`config.mk`:
```
export PLATFORM = sky130hd
export DESIGN_NAME = fxp_sqrt_flat
export DESIGN_NICKNAME = d
export VERILOG_FILES = /design/src/rtl/fxp_sqrt_pkg.sv /design/src/rtl/fxp_sqrt_if.sv /design/src/rtl/fxp_sqrt.sv /design/src/flat_wrapper.sv
export SDC_FILE = /design/constraint.sdc
export NUM_CORES = 1
export LEC_CHECK = 0
export CAP_MARGIN = 20
export CORE_ASPECT_RATIO = 0.5
export CORE_MARGIN = 5
export CORE_UTILIZATION = 69
export CTS_CLUSTER_SIZE = 8
export DETAILED_ROUTE_END_ITERATION = 7
export DONT_BUFFER_PORTS = 1
export GPL_TIMING_DRIVEN = 0
export PLACE_DENSITY = 0.82
export SKIP_LAST_GASP = 1
export SLEW_MARGIN = 20
export SYNTH_ARGS = -nofsm -noshare
export SYNTH_HDL_FRONTEND = slang
export SYNTH_SLANG_ARGS = --single-unit
```
`constraint.sdc`:
```
create_clock -name clk -period 5.9 [get_ports clk]
set_input_delay 1.77 -clock clk [delete_from_list [all_inputs] [get_ports clk]]
set_output_delay 1.77 -clock clk [all_outputs]
set_load 0.05 [all_outputs]
```
`src/rtl/fxp_sqrt_pkg.sv`:
```
`default_nettype none
// ============================================================================
// Module   : fxp_sqrt_pkg
// Purpose  : Shared fixed-point constants for the normalisation path. FXP_N
//            and FXP_R are the same word/fraction sizes the divider uses, so
//            the root produced here drops straight into the divider b input.
// Contents : FXP_N, FXP_R  - default total / fractional bits
//            fxp_even_up() - round a bit count up to the next even value
// Revision : 1.0 - initial release
// ============================================================================
package fxp_sqrt_pkg;

  localparam int FXP_N = 16;
  localparam int FXP_R = 8;

  // The radicand is consumed two bits per iteration, so its register
  // width must be even.
  function automatic int fxp_even_up(input int n);
    return n + (n % 2);
  endfunction

endpackage
`default_nettype wire

```
`src/rtl/fxp_sqrt_if.sv`:
```
`default_nettype none
// ============================================================================
// Module   : fxp_sqrt_if
// Purpose  : Request/result bundle for the fixed-point square root.
// Signals  : start - request a root of a (requester -> root unit)
//            a     - signed radicand, Q(WIDTH-FBITS).FBITS
//            busy  - computation in progress
//            done  - single-cycle pulse in the final cycle of a computation
//            valid - val holds a completed result
//            neg   - start rejected because a was negative
//            val   - signed result, same Q format, always >= 0
// Modports : master (requester), slave (root unit)
// Revision : 1.0 - initial release
// ============================================================================
interface fxp_sqrt_if #(
  parameter int WIDTH = 16
);
  logic                    start;
  logic signed [WIDTH-1:0] a;
  logic                    busy;
  logic                    done;
  logic                    valid;
  logic                    neg;
  logic signed [WIDTH-1:0] val;

  modport master (
    output start, a,
    input  busy, done, valid, neg, val
  );

  modport slave (
    input  start, a,
    output busy, done, valid, neg, val
  );
endinterface
`default_nettype wire

```
`src/rtl/fxp_sqrt.sv`:
```
`default_nettype none
// ============================================================================
// Module   : fxp_sqrt
// Purpose  : Iterative signed fixed-point square root, one root bit per
//            cycle (digit-by-digit restoring), rounded to nearest. Feeds the
//            fixed-point divider as its b operand.
// Ports    : clk  - clock, rising edge
//            rst  - reset, asynchronous, active-high
//            bus  - fxp_sqrt_if.slave (start, a, busy, done, valid, neg, val)
// Latency  : ITER+2 cycles from accepted start to valid (14 for 16/8).
// Revision : 1.0 - initial release
// ============================================================================
module fxp_sqrt
  import fxp_sqrt_pkg::*;
#(
  parameter int WIDTH = FXP_N,
  parameter int FBITS = FXP_R
) (
  input  wire logic  clk,
  input  wire logic  rst,
  fxp_sqrt_if.slave  bus
);

  // Radicand is a << FBITS so the root lands back in the same Q format.
  localparam int c_RW   = fxp_even_up(WIDTH + FBITS);
  localparam int c_ITER = c_RW / 2;
  localparam int c_RMW  = c_ITER + 2;
  localparam int c_CW   = (c_ITER > 1) ? $clog2(c_ITER) : 1;

  localparam logic [1:0] c_IDLE  = 2'd0;
  localparam logic [1:0] c_INIT  = 2'd1;
  localparam logic [1:0] c_CALC  = 2'd2;
  localparam logic [1:0] c_ROUND = 2'd3;

  logic [1:0]             r_state;
  logic [1:0]             w_state_nxt;
  logic [c_RW-1:0]        r_rad;
  logic [c_RMW-1:0]       r_rem;
  logic [c_ITER-1:0]      r_root;
  logic [c_CW-1:0]        r_count;
  logic                   r_busy;
  logic                   r_valid;
  logic                   r_neg;
  logic [WIDTH-1:0]       r_val;

  logic [c_RW-1:0]        w_a_ext;
  logic [c_RMW-1:0]       w_rem_sh;
  logic [c_RMW-1:0]       w_trial;
  logic                   w_fits;
  logic [c_RMW-1:0]       w_rem_nxt;
  logic [c_ITER-1:0]      w_root_nxt;
  logic                   w_round_up;
  logic [c_ITER-1:0]      w_root_rnd;
  logic                   w_accept;
  logic                   w_last_iter;

  // ---------------------------------------------------------------------------
  // Datapath: one restoring step per CALC cycle
  // ---------------------------------------------------------------------------
  assign w_a_ext = c_RW'($unsigned(bus.a));

  // The two remainder MSBs dropped here are always zero: the remainder never
  // exceeds 2*root, which fits in ITER+1 bits before the shift.
  assign w_rem_sh   = {r_rem[c_RMW-3:0], r_rad[c_RW-1 -: 2]};
  assign w_trial    = {r_root, 2'b01};
  assign w_fits     = (w_rem_sh >= w_trial);
  assign w_rem_nxt  = w_fits ? (w_rem_sh - w_trial) : w_rem_sh;
  assign w_root_nxt = {r_root[c_ITER-2:0], w_fits};

  // Final remainder r = x - q^2; sqrt(x) >= q + 0.5 exactly when r > q.
  // An exact half cannot occur for integer x, so this is round-half-up.
  assign w_round_up = (r_rem > {2'b00, r_root});
  assign w_root_rnd = r_root + c_ITER'(w_round_up);

  assign w_accept    = bus.start && (r_state == c_IDLE) && !r_neg;
  assign w_last_iter = (r_count == c_CW'(c_ITER - 1));

  // ---------------------------------------------------------------------------
  // Control
  // ---------------------------------------------------------------------------
  always_comb begin
    w_state_nxt = r_state;
    case (r_state)
      c_IDLE:  if (w_accept && !bus.a[WIDTH-1]) w_state_nxt = c_INIT;
      c_INIT:  w_state_nxt = c_CALC;
      c_CALC:  if (w_last_iter) w_state_nxt = c_ROUND;
      c_ROUND: w_state_nxt = c_IDLE;
      default: w_state_nxt = c_IDLE;
    endcase
  end

  always_ff @(posedge clk or posedge rst) begin
    if (rst) begin
      r_state <= c_IDLE;
      r_rad   <= '0;
      r_rem   <= '0;
      r_root  <= '0;
      r_count <= '0;
      r_busy  <= 1'b0;
      r_valid <= 1'b0;
      r_neg   <= 1'b0;
      r_val   <= '0;
    end else begin
      r_state <= w_state_nxt;
      case (r_state)
        c_IDLE: begin
          if (w_accept) begin
            if (bus.a[WIDTH-1]) begin
              // Rejected: flag for one cycle, old val stays on the bus.
              r_neg   <= 1'b1;
              r_valid <= 1'b0;
            end else begin
              r_busy  <= 1'b1;
              r_valid <= 1'b0;
              r_neg   <= 1'b0;
              r_rad   <= w_a_ext << FBITS;
            end
          end else begin
            r_neg <= 1'b0;
          end
        end
        c_INIT: begin
          r_rem   <= '0;
          r_root  <= '0;
          r_count <= '0;
        end
        c_CALC: begin
          r_rem   <= w_rem_nxt;
          r_root  <= w_root_nxt;
          r_rad   <= r_rad << 2;
          r_count <= r_count + 1'b1;
        end
        c_ROUND: begin
          // Radicand <= 2^(WIDTH-1)-1 keeps the rounded root below the sign
          // bit, so no saturation is needed.
          r_root  <= w_root_rnd;
          r_val   <= WIDTH'(w_root_rnd);
          r_valid <= 1'b1;
          r_busy  <= 1'b0;
        end
        default: ;
      endcase
    end
  end

  assign bus.busy  = r_busy;
  assign bus.valid = r_valid;
  assign bus.neg   = r_neg;
  assign bus.val   = r_val;
  assign bus.done  = (r_state != w_state_nxt) && (w_state_nxt == c_IDLE);

endmodule
`default_nettype wire

```
`src/flat_wrapper.sv`:
```
// flat-port wrapper written by rule: the top's interface ports become plain ports
module fxp_sqrt_flat import fxp_sqrt_pkg::*;
#(
  parameter int WIDTH = FXP_N,
  parameter int FBITS = FXP_R
)
  (clk, rst, bus_start, bus_a, bus_busy, bus_done, bus_valid, bus_neg, bus_val);
  fxp_sqrt_if #(.WIDTH(WIDTH)) bus_i ();
  input  wire logic clk;
  input  wire logic rst;
  input wire logic [$bits(bus_i.start)-1:0] bus_start;
  input wire logic [$bits(bus_i.a)-1:0] bus_a;
  output wire logic [$bits(bus_i.busy)-1:0] bus_busy;
  output wire logic [$bits(bus_i.done)-1:0] bus_done;
  output wire logic [$bits(bus_i.valid)-1:0] bus_valid;
  output wire logic [$bits(bus_i.neg)-1:0] bus_neg;
  output wire logic [$bits(bus_i.val)-1:0] bus_val;
  assign bus_i.start = bus_start;
  assign bus_i.a = bus_a;
  assign bus_busy = bus_i.busy;
  assign bus_done = bus_i.done;
  assign bus_valid = bus_i.valid;
  assign bus_neg = bus_i.neg;
  assign bus_val = bus_i.val;
  fxp_sqrt #(.WIDTH(WIDTH), .FBITS(FBITS)) u_core (.clk(clk), .rst(rst), .bus(bus_i));
endmodule
```
==> impl_metrics.tcl, run 1 <==
set metrics [dict create \
    std_cell_rows 19 \
    regArea_mm2 0.00158 \
    chipWidth_um 118 \
    grt_max_degree 52 \
    multiInputGateArea_mm2 0.00222 \
    postRouteAntennaNets 0 \
    critical_path.cell_chain "clkbuf_1 > inv_1 > ha_1 > nand2_1 > o2111ai_1 > o211a_1 > ha_1 > ha_1 > nand3_1 > nor4_1 > nand3_1 > a21oi_1 > o32ai_1" \
    hold_buffers 0 \
    area_delta_synth_final_pct 10.9 \
    worstPathRequired_ns 6.10 \
    synth-seq-cells 63 \
    n_fill_cell 361 \
    layout.nets 509 \
    layout-drive-gt1-share_pct 9.73 \
    end_kind "flip-flop" \
    cpMostUsedCell "ha_1" \
    tns_ns 0 \
    initial_utilization_pct 72.4 \
    htreeDepth 3 \
    vias 3547 \
    fin_skew_ns 0.00748 \
    crit_type "reg2reg" \
    max_stage_delay_ns 0.67 \
    grt_pass1_wl_um 17400 \
    wl_per_cell_um 18.6 \
    cts_tree "done" \
    r2r_end "u_core.r_root[10]" \
    slew_headroom_pct 44.4 \
    critPathLaunchType "flip-flop" \
    io_buffers 0 \
    grt_pass1_vias 3532 \
    critPathArrivalTime_ns 3.88 \
    worstSetupStartpoint "u_core.r_root[8]" \
    crit_path_end "u_core.r_root[10]" \
    min_period_ns 3.68 \
    crit_slowest_cell "nor4_1" \
    drt_iter0_drc 398 \
    r2r-start "u_core.r_root[8]" \
    setup_viol 0 \
    cts_made_buffers 9 \
    hp-class "reg2reg" \
    grt-ovfl-total 0 \
    ff2ff_path_depth 13 \
    drc 0 \
    ios 39 \
    cts_resized 0 \
    routed_wirelength_um 10200 \
    firstDrtPassIters 5 \
    n_antenna_cell 0 \
    antenna_found_initial 0 \
    clock_sinks 63 \
    yosysSeqAreaShare_pct 39.0 \
    ys_warn_count 0 \
    synth.avg_cell_area_um2 8.92 \
    final_util_pct 80.3 \
    vias_per_cell 6.50 \
    syn_area_mm2 0.00404 \
    synthArstFlopShare_pct 100 \
    clkTransAtPathRegs_ns 0.05 \
    dp_hpwl_um 7460 \
    clock_latency_ns 0.34 \
    post-cts-setup-buffers 0 \
    status "complete, no violations" \
    die_area_mm2 0.00758 \
    maxSlewViolCount 0 \
    place.gp.congestion 1.01 \
    die_height_um 64.1 \
    synth_ff_type "dfrtp_1" \
    grt.total_usage_pct 28.8 \
    path_max_fanout 9 \
    drv_cap 0 \
    cts.root.buffer_cell "clkbuf_16" \
    fmax_ghz 0.272 \
    synth_cell_types 66 \
    hold_viol 0 \
    worst_slew_pin_slew_ns 0.826 \
    cts.path.max_buffers 2 \
    synth-edff-count 0 \
    period_share_pct 62.4 \
    rsz0062_at_grt "no" \
    synth_cells 453 \
    core_mm2 0.00559 \
    ff2ff_setup_slack_ns 2.22 \
]
==> cells by family (layout without fill, tap and decap cells) <==
kind of cell	Yosys count	in the layout	synth area share, %
and+or+nand+nor	138	138	16.5
AOI/OAI and AO/OA	130	130	22.2
DFF	63	63	39.0
buffers and inverters	61	78	6.41
adders and majority gates	22	22	6.81
muxes	20	20	5.04
xor gates and xnor gates	18	18	3.90
other	1	4	0.0928
==> cell type report <==
class / instances / share of cell area [%]
Tap cell: 73 / 2.04
Clock inverter: 5 / 1.26
Clock buffer: 11 / 5.64
Buffer: 31 / 3.26
Multi-Input combinational cell: 332 / 49.5
Timing Repair Buffer: 1 / 0.614
Sequential cell: 63 / 35.2
Inverter: 30 / 2.57
==> layer usage <==
metal | up-vias | global-route usage (%) | wire (um)
li1 | 1650 | - | -
met1 | 1696 | 37.1 | 4350
met2 | 173 | 45.1 | 4610
met3 | 28 | 9.43 | 1000
met4 | 0 | 12.2 | 192
met5 | - | 0 | 0
==> flip-flops by register name (all words and copies together) (netlist names) <==
register and flops:
u_core.bus.busy 1, u_core.bus.neg 1, u_core.bus.val 12, u_core.bus.valid 1, u_core.r_count 4, u_core.r_rad 16, u_core.r_rem 14, u_core.r_root 12
u_core.r_state 2
==> layout by cell type, fill, tap and decap left out, types with 5 or more instances in the layout <==
cell type	count
nor3_1	5
a31oi_1	5
dfrtp_1	63
ha_1	22
and3_1	5
o21ai_0	27
nand2_1	46
nor2_1	29
o31ai_1	7
clkbuf_16	9
mux2i_1	17
clkbuf_1	17
a21oi_1	35
nand3_1	18
nor2b_1	9
nand2b_1	8
xnor2_1	15
inv_1	29
a41oi_1	5
nand4_1	5
o32ai_1	5
a21o_1	5
==> worst max-delay path: cells and delay by family, from the launching register on <==
family	cells	cell delay (ns)
AND/OR/NAND/NOR	4	1.19
adder cells (fa/ha/maj)	3	0.83
AO/OA/AOI/OAI	4	0.75
buffers and inverters	2	0.43
flip-flops	1	0.31
==> cells in the mapped netlist (all sizes together) (3+ instances only) <==
library cell | instances | area (um^2)
dfrtp | 63 | 1580
clkbuf | 19 | 73.8
o31ai | 7 | 52.6
a21o | 5 | 37.5
buf | 12 | 72.6
o221ai | 4 | 35.0
nor2 | 30 | 115
nor2b | 9 | 56.3
o21a | 4 | 37.5
and3 | 6 | 38.8
o311ai | 6 | 67.6
a31oi | 5 | 31.3
nand2 | 46 | 173
inv | 30 | 113
nand3 | 19 | 100
xor2 | 3 | 26.3
nor3 | 5 | 25.0
nand2b | 8 | 50.1
o32ai | 5 | 43.8
mux2 | 3 | 33.8
a21oi | 35 | 175
o21ai | 29 | 156
ha | 22 | 275
mux2i | 17 | 170
nand4 | 6 | 43.8
o211ai | 4 | 30.0
xnor2 | 15 | 131
a41oi | 5 | 43.8
==> how the worst min path moves through the flow <==
stage | start | cells past startpoint | slack (ns) | end
after detailed placement | u_core.r_rad[15] | 2 | 0.47 | u_core.r_rad[15]
final | u_core.r_rad[21] | 2 | 0.49 | u_core.r_rad[21]
after global routing | u_core.r_count[3] | 1 | 0.51 | u_core.r_count[3]
after global placement | u_core.r_rad[19] | 2 | 0.47 | u_core.r_rad[19]
after CTS | u_core.r_rad[20] | 2 | 0.49 | u_core.r_rad[20]
after floorplan | u_core.r_rad[8] | 2 | 0.44 | u_core.r_rad[8]
==> metrics by stage <==
| stage | setup slack, ns | hold slack (ns) | cells | instance area [um^2] |
|---|---|---|---|---|
| 6_report | 2.22 | 0.489 | 546 | 4480 |
| 3_5_place_dp | 2.29 | 0.474 | 530 | 4180 |
| 4_1_cts | 2.27 | 0.487 | 546 | 4480 |
| 5_1_grt | 1.93 | 0.507 | 546 | 4480 |
| 3_3_place_gp | 2.01 | 0.465 | 529 | 4150 |
| 2_1_floorplan | 2.56 | 0.438 | 456 | 4050 |
Power of run 1 is not shown: default switching activity piles up to over one toggle a cycle in this logic, so the estimate is an artifact.
==> inputs of run 2 (changes only) <==
--- a/config.mk
+++ b/config.mk
@@ -8,12 +8,12 @@
 export CAP_MARGIN = 20
 export CORE_ASPECT_RATIO = 0.5
 export CORE_MARGIN = 5
-export CORE_UTILIZATION = 69
+export CORE_UTILIZATION = 58
 export CTS_CLUSTER_SIZE = 8
 export DETAILED_ROUTE_END_ITERATION = 7
 export DONT_BUFFER_PORTS = 1
 export GPL_TIMING_DRIVEN = 0
-export PLACE_DENSITY = 0.82
+export PLACE_DENSITY = 0.73
 export SKIP_LAST_GASP = 1
 export SLEW_MARGIN = 20
 export SYNTH_ARGS = -nofsm -noshare
==> constraint.sdc (replaced) <==
create_clock -name clk -period 3.1 [get_ports clk]
set_input_delay 0.93 -clock clk [delete_from_list [all_inputs] [get_ports clk]]
set_output_delay 0.93 -clock clk [all_outputs]
set_load 0.05 [all_outputs]
==> run 2 against run 1 <==
Net effect:
- global-route usage down 3.0 points
- sequential cell count unchanged
- cell area up 4.7%
- count of clock-buffer cells in the layout down 2
- routed wire length up 9.1%
- final cell count up 4.2%
- worst setup slack worse by 2.1 ns
- via count up 2.0%
- maximum frequency up 23%
- clock skew down 0.0029 ns
- critical path type unchanged
- largest cell class unchanged
==> impl_metrics.tcl, run 2 (synthesis results as in run 1) <==
set metrics [dict create \
    status "complete, no violations" \
    io_buffers 0 \
    critPathArrivalTime_ns 3.20 \
    cts.root.buffer_cell "clkbuf_16" \
    worst_slew_pin_slew_ns 0.824 \
    largest_registers "u_core.r_rad: 16 flops, u_core.r_rem: 14 flops" \
    layout-drive-gt1-share_pct 15.9 \
    cts_tree "done" \
    place_ws_ns -0.640 \
    place.gp.congestion 0.933 \
    std_cell_rows 21 \
    area_delta_synth_final_pct 16.1 \
    dp_hpwl_um 7870 \
    core_mm2 0.00673 \
    setup_ws_ns 0.113 \
    routed_wirelength_um 11100 \
    chipWidth_um 128 \
    hold_viol 0 \
    grt.total_usage_pct 25.8 \
    die_height_um 69.0 \
    postRouteAntennaNets 0 \
    grt_max_degree 33 \
    n_antenna_cell 0 \
    wl_per_cell_um 19.5 \
    ff2ff_setup_slack_ns 0.11 \
    cts.path.max_buffers 2 \
    layout.nets 514 \
    htreeDepth 3 \
    clock_latency_ns 0.34 \
    r2r_end "u_core.r_root[11]" \
    grt-ovfl-total 0 \
    firstDrtPassIters 7 \
    worstPathRequired_ns 3.31 \
    end_kind "flip-flop" \
    antenna_found_initial 0 \
    critPathLaunchType "flip-flop" \
    cts_made_buffers 9 \
    layout_common_cells "dfrtp_1 (60), nand2_1 (44), a21oi_1 (33)" \
    period_share_pct 96.3 \
    hold_buffers 0 \
    regMostFlops "u_core.r_rad" \
    ff2ff_path_depth 13 \
    drc 0 \
    hp-class "in2async" \
    fmax_ghz 0.335 \
    setup_viol 0 \
    fin_skew_ns 0.00453 \
    grt_pass1_wl_um 17900 \
    min_period_ns 2.99 \
    drt_iter0_drc 356 \
    initial_utilization_pct 60.1 \
    die_area_mm2 0.00884 \
    clock_sinks 63 \
    clkTransAtPathRegs_ns 0.05 \
    maxSlewViolCount 0 \
    grt_pass1_vias 3524 \
    r2r-start "u_core.r_root[4]" \
    vias_per_cell 6.36 \
    crit_type "reg2reg" \
    ios 39 \
    vias 3617 \
    slew_headroom_pct 44.5 \
    path_max_fanout 6 \
    largest_register_ff_count 16 \
    mostFrequentLayoutCell "dfrtp_1" \
    drv_cap 0 \
]
-- run 2: cell types whose count changed in the layout (fill, tap and decap cells not counted), moves of 2 or more --
| cell | previous run | this run |
|---|---|---|
| dfrtp_1 | 63 | 60 |
| ha_1 | 22 | 15 |
| nand2_2 | 0 | 2 |
| a21oi_1 | 35 | 33 |
| dfrtp_2 | 0 | 3 |
| clkbuf_8 | 2 | 0 |
| a21oi_2 | 0 | 2 |
| ha_4 | 0 | 7 |
| inv_2 | 0 | 4 |
| inv_1 | 29 | 25 |
| buf_4 | 4 | 10 |
| nand2_1 | 46 | 44 |
-- run 2: area by class of cell --
class                      count  area, um^2
clock buffer                   9         225
inverter                      30         115
fill                         537        2030
tap                           92         115
sequential                    63        1580
buffer                        30         149
clock inverter                 6        86.3
timing repair buffer           7        65.1
multi-input combinational    332        2360
-- run 2: metrics by stage --
step / instance area (um^2) / instances / hold slack, ns / setup TNS, ns / util [%]
after CTS: 4610 / 566 / 0.468 / 0 / 68.5
after global routing: 4690 / 569 / 0.480 / -0.0351 / 69.8
final: 4690 / 569 / 0.456 / 0 / 69.8
after detailed placement: 4190 / 549 / 0.471 / -3.21 / 62.3
after floorplan: 4050 / 456 / 0.438 / 0 / -
after global placement: 4170 / 548 / 0.462 / -1.83 / 62.0
-- run 2: timing repair --
action	in CTS	in global routing
buffers inserted	3	3
pin swaps	2	6
gates resized for setup	15	21
endpoints found under the setup margin	8	10
-- run 2: worst max path at each step --
stage	start	end	slack (ns)	depth (start not counted)
3_3_place_gp	u_core.r_root[4]	u_core.r_root[10]	-0.47	13
6_report	u_core.r_root[4]	u_core.r_root[11]	0.11	13
2_1_floorplan	u_core.r_root[1]	u_core.r_root[10]	0.07	15
3_5_place_dp	u_core.r_root[8]	u_core.r_root[10]	-0.64	13
5_1_grt	u_core.r_root[7]	u_core.r_root[11]	-0.04	13
4_1_cts	u_core.r_root[2]	u_core.r_root[11]	0.04	15
-- run 2: worst max-delay path, stage by stage (launching register included) --
cell and delay [ns]:
dfrtp_2 0.42, inv_1 0.13, ha_4 0.33, nand2_2 0.11, o21bai_1 0.18, a21oi_1 0.14
o211a_1 0.23, ha_4 0.17, nand2_1 0.09, nor3_2 0.25, and3_4 0.24, and4_4 0.25
mux2i_2 0.23, o21ai_1 0.09
-- run 2: routing by layer --
| metal | routed length, um | track usage (%) |
|---|---|---|
| met1 | 5090 | 35.7 |
| met2 | 4930 | 38.9 |
| met3 | 870 | 7.33 |
| met4 | 192 | 8.71 |
| met5 | 0 | 0 |
Power of run 2 is left out for the same reason.
==> inputs of run 3 (changes only) <==
--- a/config.mk
+++ b/config.mk
@@ -13,7 +13,7 @@
 export DETAILED_ROUTE_END_ITERATION = 7
 export DONT_BUFFER_PORTS = 1
 export GPL_TIMING_DRIVEN = 0
-export PLACE_DENSITY = 0.73
+export PLACE_DENSITY_LB_ADDON = 0.15
 export SKIP_LAST_GASP = 1
 export SLEW_MARGIN = 20
 export SYNTH_ARGS = -nofsm -noshare
==> run 3 against run 2 <==
Net effect:
- global-route usage shrank 0.45 points
- sequential cell count is the same
- worst setup slack gained 0.036 ns
- final cell count grew 1.1%
- first-iteration DRC count grew 8.1%
- count of clock-buffer cells in the layout is the same
- cell area is essentially flat
- die area is the same
- maximum frequency grew 1.2%
- via count shrank 0.97%
- utilization grew 0.056 points
- critical path type unchanged
==> impl_metrics.tcl, run 3 (synthesis results as in run 1) <==
set metrics [dict create \
    routed.top_layer "met4" \
    htreeDepth 3 \
    ios 39 \
    cts_tree "done" \
    layout-drive-gt1-share_pct 16.4 \
    cts_made_buffers 9 \
    wl_met2_um 4960 \
    fin_skew_ns 0.00538 \
    worst_slew_pin_slew_ns 0.753 \
    place.gp.congestion 0.966 \
    grt.total_usage_pct 25.4 \
    crit_type "reg2reg" \
    tns_ns 0 \
    final_cell_area_mm2 0.00470 \
    hp-class "in2async" \
    critPathArrivalTime_ns 3.14 \
    regMostFlops "u_core.r_rad" \
    firstDrtPassIters 5 \
    std_cell_rows 21 \
    initial_utilization_pct 60.1 \
    n_fill_cell 533 \
    fmax_ghz 0.339 \
    cts.path.max_buffers 2 \
    period_share_pct 95.2 \
    n_antenna_cell 0 \
    dp.cells 549 \
    setup_viol 0 \
    grt_pass1_vias 3469 \
    cts.root.buffer_cell "clkbuf_16" \
    clock_latency_ns 0.34 \
    die_area_mm2 0.00884 \
    end_kind "flip-flop" \
    hold_viol 0 \
    grt_pass1_wl_um 17600 \
    dp_hpwl_um 7890 \
    min_period_ns 2.95 \
    wl_per_cell_um 19.1 \
    timing.hold.ws_ns 0.445 \
    place_area_mm2 0.00419 \
    layout.nets 519 \
    clkTransAtPathRegs_ns 0.06 \
    drv_cap 0 \
    wl_met3_um 806 \
    postRouteAntennaNets 0 \
    drt_iter0_drc 385 \
    layout_common_cells "dfrtp_1 (60), nand2_1 (45), a21oi_1 (32)" \
    largest_register_ff_count 16 \
    slew_headroom_pct 49.8 \
    die_height_um 69.0 \
    antenna_found_initial 0 \
    vias_per_cell 6.23 \
    vias 3582 \
    fin_cells 575 \
    clock_sinks 63 \
    maxSlewViolCount 0 \
    critPathLaunchType "flip-flop" \
    m1WireLength_um 5090 \
    status "complete, no violations" \
    area_delta_synth_final_pct 16.2 \
    drc 0 \
    io_buffers 0 \
    core_mm2 0.00673 \
    chipWidth_um 128 \
    path_max_fanout 7 \
    largest_registers "u_core.r_rad: 16 flops, u_core.r_rem: 14 flops" \
    worstPathRequired_ns 3.29 \
    grt-ovfl-total 0 \
    routed_wirelength_um 11000 \
    mostFrequentLayoutCell "dfrtp_1" \
    grt_max_degree 35 \
]
==> run 3: changes by cell type in the layout (fill, tap and decap cells not counted), moves of 2 or more <==
cell,change
ha_2,+3
bufinv_16,-2
buf_4,+5
clkinv_4,+2
inv_1,+2
ha_4,-2
inv_6,+2
inv_2,-2
==> run 3: final timing paths <==
| kind | endpoint | cells past startpoint | slack (ns) | start |
|---|---|---|---|---|
| worst max-delay path | u_core.r_root[8] | 15 | 0.15 | u_core.r_root[2] |
| worst min-delay path | u_core.r_rad[8] | 1 | 0.44 | rst |
| worst max register to register | u_core.r_root[8] | 15 | 0.15 | u_core.r_root[2] |
| worst min register to register | u_core.r_rad[9] | 2 | 0.48 | u_core.r_rad[9] |
| max in group asynchronous | u_core.r_root[8] | 2 | 2.12 | rst |
| min in group clk | u_core.r_rad[9] | 2 | 0.48 | u_core.r_rad[9] |
==> run 3: repair_timing <==
action / in CTS / in global routing
hold buffers: 0 / 0
setup endpoints to repair: 8 / 8
resized for setup: 12 / 21
setup buffers: 3 / 8
pin swaps: 2 / 7
==> run 3: area by class of cell <==
type | count | area (um^2) | area share [%]
Sequential cell | 63 | 1580 | 33.6
Clock buffer | 9 | 225 | 4.79
Timing Repair Buffer | 12 | 103 | 2.18
Inverter | 30 | 115 | 2.45
Clock inverter | 7 | 56.3 | 1.20
Multi-Input combinational cell | 332 | 2350 | 50.1
Buffer | 30 | 151 | 3.22
Tap cell | 92 | 115 | 2.45
==> run 3: stage by stage <==
stage | utilization (%) | setup WS (ns)
after global placement | 62.0 | -0.482
after global routing | 69.8 | -0.0356
after CTS | 67.9 | 0.00281
after detailed placement | 62.3 | -0.660
final | 69.8 | 0.149
after floorplan | - | 0.0659
==> run 3: layer usage <==
metal | track usage [%] | vias up
li1 | - | 1672
met4 | 7.41 | 0
met5 | 0 | -
met2 | 38.9 | 132
met1 | 35.2 | 1761
met3 | 6.87 | 17
==> run 3: worst max-delay path, stage by stage (launching register included) <==
cell	delay, ns
dfrtp_1	0.36
buf_6	0.14
inv_2	0.07
ha_4	0.30
o21a_1	0.12
o21a_1	0.12
o21bai_1	0.08
a21oi_1	0.14
o211a_1	0.24
ha_4	0.17
ha_2	0.18
nand3_4	0.10
nor4_4	0.26
buf_4	0.19
mux2i_1	0.21
o221ai_1	0.12
Power of run 3 is left out for the same reason.
